===== config.mk =====
export PLATFORM = sky130hd
export DESIGN_NAME = data_mem_ctrl
export DESIGN_NICKNAME = d
export VERILOG_FILES = /design/src/rtl/data_mem_ctrl.sv
export SDC_FILE = /design/constraint.sdc
export NUM_CORES = 1
export LEC_CHECK = 0
export CORE_MARGIN = 8
export CORE_UTILIZATION = 52
export DETAILED_ROUTE_END_ITERATION = 8
export MAX_ROUTING_LAYER = met4
export PLACE_DENSITY = 0.8
export SYNTH_ARGS = -nofsm -noshare
export SYNTH_HDL_FRONTEND = slang
export SYNTH_SLANG_ARGS = --single-unit

===== constraint.sdc =====
create_clock -name clk -period 3.11 [get_ports clk]
set_input_delay 0.4665 -clock clk [delete_from_list [all_inputs] [get_ports clk]]
set_output_delay 0.4665 -clock clk [all_outputs]
set_load 0.1 [all_outputs]

===== src/rtl/data_mem_ctrl.sv =====
// Load/store controller: serialises byte/half/word core requests into
// little-endian single-byte accesses on a 1536x8 synchronous-read data RAM.
module data_mem_ctrl #(
    parameter int ADDR_W = 11
) (
    input  logic              clk,
    input  logic              reset,
    input  logic              req_valid,
    output logic              req_ready,
    input  logic              req_we,
    input  logic [1:0]        req_size,
    input  logic              req_unsigned,
    input  logic [ADDR_W-1:0] req_addr,
    input  logic [31:0]       req_wdata,
    output logic              resp_valid,
    output logic              resp_err,
    output logic [31:0]       resp_rdata,
    output logic              ram_re,
    output logic [ADDR_W-1:0] ram_raddr,
    input  logic [7:0]        ram_rdata,
    output logic              ram_we,
    output logic [ADDR_W-1:0] ram_waddr,
    output logic [7:0]        ram_wdata
);

    typedef enum logic [2:0] {
        IDLE,
        WRITE,
        RD_ISSUE,
        RD_CAP,
        RESP
    } state_e;

    state_e state_q, state_d;

    logic [1:0]        cnt_q, cnt_d;
    logic [1:0]        last_q, last_d;
    logic [1:0]        size_q, size_d;
    logic              we_q, we_d;
    logic              uns_q, uns_d;
    logic              err_q, err_d;
    logic [ADDR_W-1:0] addr_q, addr_d;
    logic [31:0]       wdata_q, wdata_d;
    logic [31:0]       asm_q, asm_d;

    logic              ram_re_q, ram_re_d;
    logic              ram_we_q, ram_we_d;
    logic [ADDR_W-1:0] ram_raddr_q, ram_raddr_d;
    logic [ADDR_W-1:0] ram_waddr_q, ram_waddr_d;
    logic [7:0]        ram_wdata_q, ram_wdata_d;
    logic              resp_valid_q, resp_valid_d;
    logic              resp_err_q, resp_err_d;
    logic [31:0]       resp_rdata_q, resp_rdata_d;

    logic              accept;
    logic              req_err;
    logic [ADDR_W-1:0] byte_addr;

    assign req_ready = (state_q == IDLE) && !reset;
    assign accept    = req_valid && req_ready;

    // Misaligned accesses and the unpopulated top quarter of the map are rejected.
    always_comb begin
        req_err = 1'b0;
        case (req_size)
            2'd1:    req_err = req_addr[0];
            2'd2:    req_err = |req_addr[1:0];
            2'd3:    req_err = 1'b1;
            default: req_err = 1'b0;
        endcase
        if (req_addr[ADDR_W-1 -: 2] == 2'b11) begin
            req_err = 1'b1;
        end
    end

    always_comb begin
        we_d    = we_q;
        size_d  = size_q;
        uns_d   = uns_q;
        addr_d  = addr_q;
        wdata_d = wdata_q;
        err_d   = err_q;
        last_d  = last_q;
        if (accept) begin
            we_d    = req_we;
            size_d  = req_size;
            uns_d   = req_unsigned;
            addr_d  = req_addr;
            wdata_d = req_wdata;
            err_d   = req_err;
            case (req_size)
                2'd0:    last_d = 2'd0;
                2'd1:    last_d = 2'd1;
                default: last_d = 2'd3;
            endcase
        end
    end

    always_comb begin
        state_d = state_q;
        cnt_d   = cnt_q;
        case (state_q)
            IDLE: begin
                cnt_d = 2'd0;
                if (accept) begin
                    if (req_err) begin
                        state_d = RESP;
                    end else if (req_we) begin
                        state_d = WRITE;
                    end else begin
                        state_d = RD_ISSUE;
                    end
                end
            end
            WRITE: begin
                cnt_d = cnt_q + 2'd1;
                if (cnt_q == last_q) begin
                    state_d = RESP;
                end
            end
            RD_ISSUE: state_d = RD_CAP;
            RD_CAP: begin
                if (cnt_q == last_q) begin
                    state_d = RESP;
                end else begin
                    cnt_d   = cnt_q + 2'd1;
                    state_d = RD_ISSUE;
                end
            end
            RESP:    state_d = IDLE;
            default: state_d = IDLE;
        endcase
    end

    // The RAM data for the byte issued last cycle is valid during RD_CAP.
    always_comb begin
        asm_d = asm_q;
        if (accept) begin
            asm_d = '0;
        end else if (state_q == RD_CAP) begin
            asm_d[{cnt_q, 3'b000} +: 8] = ram_rdata;
        end
    end

    // Outputs are computed from the next state so they are registered yet align with it.
    always_comb begin
        byte_addr   = addr_d + ADDR_W'(cnt_d);
        ram_we_d    = (state_d == WRITE);
        ram_waddr_d = ram_we_d ? byte_addr : '0;
        ram_wdata_d = ram_we_d ? wdata_d[{cnt_d, 3'b000} +: 8] : 8'h00;
        ram_re_d    = (state_d == RD_ISSUE) || (state_d == RD_CAP);
        ram_raddr_d = ram_re_d ? byte_addr : '0;
        resp_valid_d = (state_d == RESP);
        resp_err_d   = resp_valid_d && err_d;
        resp_rdata_d = '0;
        if (resp_valid_d && !err_d && !we_d) begin
            case (size_d)
                2'd0:    resp_rdata_d = {{24{asm_d[7]  && !uns_d}}, asm_d[7:0]};
                2'd1:    resp_rdata_d = {{16{asm_d[15] && !uns_d}}, asm_d[15:0]};
                default: resp_rdata_d = asm_d;
            endcase
        end
    end

    always_ff @(posedge clk) begin
        if (reset) begin
            state_q      <= IDLE;
            cnt_q        <= '0;
            last_q       <= '0;
            size_q       <= '0;
            we_q         <= 1'b0;
            uns_q        <= 1'b0;
            err_q        <= 1'b0;
            addr_q       <= '0;
            wdata_q      <= '0;
            asm_q        <= '0;
            ram_re_q     <= 1'b0;
            ram_we_q     <= 1'b0;
            ram_raddr_q  <= '0;
            ram_waddr_q  <= '0;
            ram_wdata_q  <= '0;
            resp_valid_q <= 1'b0;
            resp_err_q   <= 1'b0;
            resp_rdata_q <= '0;
        end else begin
            state_q      <= state_d;
            cnt_q        <= cnt_d;
            last_q       <= last_d;
            size_q       <= size_d;
            we_q         <= we_d;
            uns_q        <= uns_d;
            err_q        <= err_d;
            addr_q       <= addr_d;
            wdata_q      <= wdata_d;
            asm_q        <= asm_d;
            ram_re_q     <= ram_re_d;
            ram_we_q     <= ram_we_d;
            ram_raddr_q  <= ram_raddr_d;
            ram_waddr_q  <= ram_waddr_d;
            ram_wdata_q  <= ram_wdata_d;
            resp_valid_q <= resp_valid_d;
            resp_err_q   <= resp_err_d;
            resp_rdata_q <= resp_rdata_d;
        end
    end

    // Gating by reset stops an in-flight strobe in the very cycle reset rises.
    assign ram_re     = ram_re_q && !reset;
    assign ram_we     = ram_we_q && !reset;
    assign ram_raddr  = reset ? '0 : ram_raddr_q;
    assign ram_waddr  = reset ? '0 : ram_waddr_q;
    assign ram_wdata  = reset ? '0 : ram_wdata_q;
    assign resp_valid = resp_valid_q && !reset;
    assign resp_err   = resp_err_q && !reset;
    assign resp_rdata = reset ? '0 : resp_rdata_q;

endmodule


==> results of run 1 <==
[cell usage in the layout, fill, tap and decap left out, types with 3 or more instances in the layout]
cell and n:
sky130_fd_sc_hd__dfxtp_1 152, sky130_fd_sc_hd__nor2b_1 86, sky130_fd_sc_hd__buf_4 85, sky130_fd_sc_hd__nand2_1 83, sky130_fd_sc_hd__a21oi_1 77, sky130_fd_sc_hd__nor2_1 74
sky130_fd_sc_hd__clkdlybuf4s50_1 56, sky130_fd_sc_hd__and3_1 27, sky130_fd_sc_hd__mux2i_1 26, sky130_fd_sc_hd__clkbuf_16 17, sky130_fd_sc_hd__or2_2 16, sky130_fd_sc_hd__nor3_1 13
sky130_fd_sc_hd__inv_1 12, sky130_fd_sc_hd__a21oi_2 10, sky130_fd_sc_hd__xnor2_1 9, sky130_fd_sc_hd__mux2_2 8, sky130_fd_sc_hd__o22ai_1 8, sky130_fd_sc_hd__a22o_1 7
sky130_fd_sc_hd__ha_1 7, sky130_fd_sc_hd__xor2_1 5, sky130_fd_sc_hd__bufinv_16 5, sky130_fd_sc_hd__nand4_1 4, sky130_fd_sc_hd__nand3_1 4, sky130_fd_sc_hd__clkinv_2 4
sky130_fd_sc_hd__o21ai_0 3, sky130_fd_sc_hd__nand2b_1 3, sky130_fd_sc_hd__a21boi_1 3, sky130_fd_sc_hd__nor3b_1 3, sky130_fd_sc_hd__nand3b_1 3, sky130_fd_sc_hd__clkbuf_1 3
[synthesized netlist by cell type (all sizes together), types with 2 or more instances]
| master | number |
|---|---|
| nor2 | 75 |
| xnor2 | 9 |
| and4b | 2 |
| xor2 | 6 |
| and2 | 3 |
| nand3b | 3 |
| or2 | 16 |
| mux2 | 8 |
| nand4 | 4 |
| nor4 | 2 |
| nand4b | 2 |
| o32a | 2 |
| o21a | 2 |
| dfxtp | 153 |
| nand2 | 84 |
| o22ai | 8 |
| and3 | 27 |
| clkbuf | 21 |
| ha | 7 |
| a21oi | 87 |
| o21ai | 4 |
| nor3b | 3 |
| nand2b | 3 |
| nand3 | 4 |
| a21boi | 5 |
| a22o | 8 |
| buf | 21 |
| nor2b | 86 |
| inv | 12 |
| mux2i | 27 |
| nor3 | 14 |
[metal layers]
| layer | vias to the layer above | routed length (um) | share of wire (%) |
|---|---|---|---|
| li1 | 2639 | - | - |
| met1 | 2516 | 6780 | 42 |
| met2 | 149 | 8050 | 50 |
| met3 | 35 | 833 | 5.2 |
| met4 | 0 | 484 | 3.0 |
| met5 | - | 0 | 0 |
[state kept, by name, summed over array words and instances, names as in the netlist, 3 cells and up]
register and cells:
resp_rdata_q 32, addr_q 11, ram_waddr_q 11, ram_wdata_q 8, asm_q 32, ram_raddr_q 11, state_q 3, wdata_q 32
[worst paths after layout]
kind | from | end | slack (ns)
worst min register to register | wdata_q[9] | wdata_q[9] | 0.46
worst max-delay path | cnt_q[1] | ram_raddr_q[4] | 0.32
worst max register to register | cnt_q[1] | ram_raddr_q[4] | 0.32
worst min-delay path | reset | we_q | 0.43
[cell families after synthesis]
kind of cell,after synthesis
buffers and inverters,54
AO/OA/AOI/OAI,124
multiplexers,35
AND/OR/NAND/NOR,332
flip-flops,153
adder cells (fa/ha/maj),8
XOR/XNOR,15
[cell type report]
type                    count  area share, %
multi-input cells         514           38.2
flip-flops and latches    153           36.7
clock buffers              22           5.56
clock inverters             9           2.04
inverters                  12          0.540
repair buffers            141           14.4
well taps                 172           2.58
[power groups by stage]
| stage | clock network [uW] | registers (uW) | logic [uW] |
|---|---|---|---|
| after floorplan | 0 | 2070 | 307 |
| after global placement | 0 | 2080 | 446 |
| after detailed placement | 0 | 2080 | 455 |
| after CTS | 2240 | 2040 | 459 |
| after global routing | 2330 | 2050 | 496 |
| final | 2220 | 2040 | 459 |
[stage by stage]
stage	std cells	hold slack, ns	total power, uW	cell area [um2]	util, %
after global routing	1023	0.457	4870	8340	67.2
after CTS	1021	0.411	4740	8320	67.0
after global placement	990	0.443	2530	7690	61.9
after floorplan	721	0.436	2380	6510	-
after detailed placement	990	0.447	2540	7690	61.9
final	1023	0.431	4720	8340	67.2
[critical path, delay by kind of cell, from the launching register on]
family          cells  cell delay [ns]
compound gates      3             0.50
simple gates        4             0.54
fa+ha+maj           2             0.83
flops               1             0.39
buf+inv             2             0.25
xor+xnor            1             0.20
[what timing repair did]
item | in CTS | in global routing
resized for setup | 0 | 2
hold endpoints to repair | 0 | 0
setup endpoints to repair | 0 | 7
setup buffers | 0 | 2
==> flow_summary.ini, run 1 <==
[floorplanning]
dieArea_mm2 = 0.0163
die_h_um = 128
core-area_mm2 = 0.0124
io_pins = 125
floorplan.initialDensity_pct = 52.4
rows = 41
dieWidth_um = 128

[critical_path]
end_kind = register
worstPathCellList = inv_1 > ha_1 > nand3b_1 > o21ba_2 > a2111oi_4 > buf_4 > fa_2 > nand3b_1 > xnor2_1 > nor2_1 > a21oi_1 > nor2b_1
critPathRequiredTime_ns = 3.47
worst-endpoint-arrival_ns = 3.15
crit_path_frequent_cell = sky130_fd_sc_hd__nand3b_1
critical-path-slowest-cell = sky130_fd_sc_hd__fa_2
worst_r2r_path_depth = 12
worst-setup-path-type = reg -> reg
crit_path_launch_type = register
timing.critical_path.slowest_cell_delay_ns = 0.48
crit_path_max_fanout = 9

[yosys]
top_cell_type_s_share_of_synthesized_area_pct = 47.1
yosys-top-cells-area = sky130_fd_sc_hd__dfxtp_1 (47%), sky130_fd_sc_hd__nor2b_1 (8.3%), sky130_fd_sc_hd__a21oi_1 (5.9%)
ys_seq_elements = 153
syn_inst = 721
synth_compound_gate_area_share_pct = 12.3
post_synth_mux_area_share_pct = 5.60
synth-simple-area-share_pct = 27.1
ys_async_sr_fraction_pct = 0
synth_warnings = 0
synth_enable_flop_cells = 0
post_synthesis_mean_instance_area_um2 = 9.02
yosysSeqAreaShare_pct = 47.1
area_share_of_fa_ha_maj_cells_after_synthesis_pct = 1.65
synth_largest_area_cell = sky130_fd_sc_hd__dfxtp_1
post_synth_num_cell_types = 59
ys.flop_type = sky130_fd_sc_hd__dfxtp_1
synth_fp_nets = 787
synth_area_mm2 = 0.00651
main_combinational_cell_family_by_area_after_synthesis = simple AND/OR/NAND/NOR gates
synthXorXnorAreaFrac_pct = 2.13

[flow_run]
maxCapViolations = 0

[grt]
grt_antenna_before_repair = 0
global_route.usage.met3_pct = 5.28
grt_util_met2_pct = 35.0
grt_pass1_vias = 5475
grt_busiest_layer = met2
first_pass_grt_wire_length_um = 26300
maximum_number_of_pins_on_one_net_before_global_route_repair = 69
grt_usage_pct = 20.7
global_route.overflow_total = 0
globalRouteMet1Util_pct = 22.3

[clock_network]
number_of_buffers_inserted_by_hold_repair_at_cts = 0
cts_htree_levels = 4
root_buffer = sky130_fd_sc_hd__clkbuf_16
cts_num_sinks = 153
worst_skew_pair.late_latency_ns = 0.43
tritoncts_clock_tree = yes
clk_transition_reported_paths_ns = 0.06
cts.path.max_buffers = 2
cts-buffers-inserted = 17

[power_and_ir_drop]
fraction_of_power_consumed_by_combinational_cells_pct = 9.7
power_density_mw_per_mm2 = 565
vdd_drop_max_mv = 0.291
leakagePower_uw = 0.00335
switchingPower_uw = 1060
swShare_pct = 22.6
power.clock.fraction_pct = 47.0
power.internal_uw = 3650
seqPwrFrac_pct = 43.3

[sta]
timing.final.crit_period_ns = 2.79
report.final.setup_viol = 0
fmaxAchievable_mhz = 359
worst_slack_ns = 0.323
report.final.hold_viol_count = 0
period_share_pct = 89.6
slew_at_the_pin_with_the_worst_max_slew_slack_ns = 0.750
rsz_0062_raised_after_global_routing = no
worst_skew_ns = 0.00604
maxSlewHeadroom_pct = 49.9
drv_slew = 0
timing.setup.tns_ns = 0

[route]
drt-initial-drc-count = 337
vias = 5339
detailedRoute.firstPassIterationCount = 6
remaining_drc_errors = 0
routed_wirelength_normalized_by_instance_count_um = 15.8
detail_route.vias_per_cell = 5.22
drt-total-wl_um = 16100
detail-route-antenna-nets = 0

[run_status]
run_status = complete, no violations

[min_path]
min_path_type = in -> reg
timing.hold.worst_path_depth = 4

[cells_and_area]
regArea_mm2 = 0.00306
fill_cells = 1046
area.growth.synth_to_final_pct = 28.2
multi_input_area_mm2 = 0.00318
post_route_cells_drive_above_1_share_pct = 19.9
diodes = 0
final_net_count = 905

[placement]
gp_congestion = 0.858
detailedPlace.worstSlack_ns = 0.159
number_of_i_o_port_buffers = 124
post-dp-hpwl_um = 11400
Note: power is estimated with default switching activity, not from simulation.
==> run 2, diff against run 1 <==
--- a/config.mk
+++ b/config.mk
@@ -5,8 +5,9 @@
 export SDC_FILE = /design/constraint.sdc
 export NUM_CORES = 1
 export LEC_CHECK = 0
+export ABC_AREA = 1
 export CORE_MARGIN = 8
-export CORE_UTILIZATION = 52
+export CORE_UTILIZATION = 53
 export DETAILED_ROUTE_END_ITERATION = 8
 export MAX_ROUTING_LAYER = met4
 export PLACE_DENSITY = 0.8
==> run 2 against run 1 <==
Compared with the run above: utilization is 0.077 points higher; largest power group is now registers; routed wire length rose by 2.0%; maximum frequency rose by 5.1%; largest cell class is now registers; total power is 28% higher.
==> flow_summary.ini, run 2 <==
[run_status]
run_status = complete, no violations

[critical_path]
worst-setup-path-type = reg -> reg
critical-path-slowest-cell = sky130_fd_sc_hd__dfxtp_1
cp_top_family = adder cells
cp-startpoint = cnt_q[1]
worstPathCellList = inv_1 > ha_1 > inv_1 > nor2_1 > o21ai_0 > nand2_1 > clkinv_1 > fa_1 > nand3b_1 > nor2_1 > xor2_1 > nor2_1
critPathRequiredTime_ns = 3.41
crit_path_frequent_cell = sky130_fd_sc_hd__nor2_1
crit_path_max_fanout = 6
beginning_of_the_worst_register_to_register_path = cnt_q[1]
crit_path_launch_type = register
critical_path_buf_inv_count = 3
worst-endpoint-arrival_ns = 2.95
end_kind = register
timing.critical_path.slowest_cell_delay_ns = 0.46

[cells_and_area]
mostFrequentLayoutCell = sky130_fd_sc_hd__nor2_1
post_route_cells_drive_above_1_share_pct = 15.1
final_cell_mix = sky130_fd_sc_hd__nor2_1 (205), sky130_fd_sc_hd__inv_1 (179), sky130_fd_sc_hd__nand2_1 (165)
area.growth.synth_to_final_pct = 25.7
biggestRegsByFlops = asm_q: 32 flops, resp_rdata_q: 32 flops, wdata_q: 32 flops
fill_cells = 1138
final_net_count = 1195
final_cell_count_no_fill = 1318
diodes = 0

[yosys]
synth_enable_flop_cells = 0
synth_area_mm2 = 0.00697
ys_async_sr_fraction_pct = 0
ys_seq_elements = 153
synth_largest_area_cell = sky130_fd_sc_hd__dfxtp_1
synth_common_cells = sky130_fd_sc_hd__nor2_1 (205), sky130_fd_sc_hd__inv_1 (179), sky130_fd_sc_hd__nand2_1 (165)
post_synthesis_mean_instance_area_um2 = 6.83
ys.flop_type = sky130_fd_sc_hd__dfxtp_1
syn_inst = 1021
yosysSeqAreaShare_pct = 43.9
synth_fp_nets = 1087
post_synth_num_cell_types = 35
synth_warnings = 0
top_cell_type_s_share_of_synthesized_area_pct = 43.9
yosys.cell_count.top_type = sky130_fd_sc_hd__nor2_1
yosys-top-cells-area = sky130_fd_sc_hd__dfxtp_1 (44%), sky130_fd_sc_hd__nor2_1 (11%), sky130_fd_sc_hd__inv_1 (9.6%)

[grt]
first_pass_grt_wire_length_um = 27100
grt_antenna_before_repair = 0
grt_pass1_vias = 5714
maximum_number_of_pins_on_one_net_before_global_route_repair = 152
global_route.overflow_total = 0
grt_usage_pct = 20.6

[floorplanning]
dieArea_mm2 = 0.0171
io_pins = 125
rows = 42
die_h_um = 131
dieWidth_um = 131
floorplan.initialDensity_pct = 53.5
core-area_mm2 = 0.0130

[sta]
worst_skew_ns = 0.00549
period_share_pct = 85.3
timing.setup.tns_ns = 0
report.final.hold_viol_count = 0
slew_at_the_pin_with_the_worst_max_slew_slack_ns = 0.715
maxSlewHeadroom_pct = 52.4
report.final.setup_viol = 0
timing.final.crit_period_ns = 2.65
drv_slew = 0
fmaxAchievable_mhz = 377
rsz_0062_raised_after_global_routing = no

[placement]
post-dp-hpwl_um = 11300
gp_congestion = 0.885
placed_cells_incl_taps = 1286
number_of_i_o_port_buffers = 124

[route]
drt-initial-drc-count = 473
detailedRoute.firstPassIterationCount = 6
routed_wirelength_normalized_by_instance_count_um = 12.5
detail-route-antenna-nets = 0
vias = 6230
detail_route.vias_per_cell = 4.73
remaining_drc_errors = 0
drt-total-wl_um = 16500

[min_path]
worstHoldStart = last_q[0]
min_path_type = reg -> reg

[clock_network]
cts_htree_levels = 4
cts_num_sinks = 153
cts_resized = 0
clk_transition_reported_paths_ns = 0.06
number_of_buffers_inserted_by_hold_repair_at_cts = 0
cts.repair_timing.setup_buffer_count = 0
tritoncts_clock_tree = yes
cts.path.max_buffers = 2
worst_skew_pair.late_latency_ns = 0.42
cts-buffers-inserted = 17
root_buffer = sky130_fd_sc_hd__clkbuf_16

[power_and_ir_drop]
leakagePower_uw = 0.00414
switchingPower_uw = 2070
fraction_of_power_consumed_by_combinational_cells_pct = 28.7
power.internal_uw = 3960
vdd_drop_max_mv = 0.403
power_density_mw_per_mm2 = 688
swShare_pct = 34.3
power.clock.fraction_pct = 34.5
seqPwrFrac_pct = 36.7

[flow_run]
maxCapViolations = 0
-- run 2: layout make-up --
class / count / area, um2 / share of cell area [%]
inverters: 192 / 721 / 8.22
repair buffers: 140 / 1200 / 13.7
well taps: 176 / 220 / 2.51
clock buffers: 20 / 457 / 5.21
clock inverters: 12 / 149 / 1.70
flip-flops and latches: 153 / 3060 / 34.9
multi-input cells: 625 / 2950 / 33.7
-- run 2: kinds of logic after synthesis --
kind of cell / after synthesis / share of synthesized area [%]
AO/OA/AOI/OAI: 105 / 8.18
XOR/XNOR: 6 / 0.754
adder cells (fa/ha/maj): 8 / 1.54
buffers and inverters: 243 / 13.7
flip-flops: 153 / 43.9
AND/OR/NAND/NOR: 506 / 31.9
-- run 2: path summary, 6_finish.rpt --
path | cells past startpoint | slack [ns] | to
worst max-delay path | 12 | 0.46 | ram_raddr_q[4]
worst min-delay path | 2 | 0.50 | last_q[0]
worst max register to register | 12 | 0.46 | ram_raddr_q[4]
worst min register to register | 2 | 0.50 | last_q[0]
-- run 2: power groups by stage --
stage | clock network [uW] | registers (uW) | logic, uW
CTS | 2120 | 2210 | 1730
finish | 2080 | 2220 | 1730
global route | 2200 | 2230 | 1920
detailed placement | 0 | 2260 | 1720
floorplan | 0 | 2240 | 1280
global placement | 0 | 2250 | 1690
-- run 2: worst reg2reg max path, stage by stage, from the launching register on --
cell and delay, ns:
sky130_fd_sc_hd__dfxtp_1 0.46, sky130_fd_sc_hd__inv_1 0.12, sky130_fd_sc_hd__ha_1 0.30, sky130_fd_sc_hd__inv_1 0.08, sky130_fd_sc_hd__nor2_1 0.09, sky130_fd_sc_hd__o21ai_0 0.08, sky130_fd_sc_hd__nand2_1 0.10, sky130_fd_sc_hd__clkinv_1 0.12
sky130_fd_sc_hd__fa_1 0.46, sky130_fd_sc_hd__nand3b_1 0.23, sky130_fd_sc_hd__nor2_1 0.23, sky130_fd_sc_hd__xor2_1 0.21, sky130_fd_sc_hd__nor2_1 0.05
-- run 2: per-stage QoR --
| stage | total power [uW] | hold slack, ns | cell area, um2 | util [%] | setup WS, ns |
|---|---|---|---|---|---|
| after detailed placement | 3970 | 0.487 | 8160 | 62.6 | 0.0901 |
| after global routing | 6360 | 0.531 | 8770 | 67.3 | 0.216 |
| after floorplan | 3520 | 0.467 | 6970 | - | 0.0626 |
| final | 6030 | 0.500 | 8770 | 67.3 | 0.458 |
| after CTS | 6060 | 0.498 | 8770 | 67.3 | 0.465 |
| after global placement | 3940 | 0.486 | 8160 | 62.6 | 0.175 |
-- run 2: routing by layer --
layer	track usage (%)	wire, um	vias to the layer above	part of all wire [%]
met1	25.6	7720	2734	47
met4	9.39	450	0	2.7
li1	-	-	3294	-
met3	4.50	811	40	4.9
met2	31.5	7500	162	46
met5	-	0	-	0
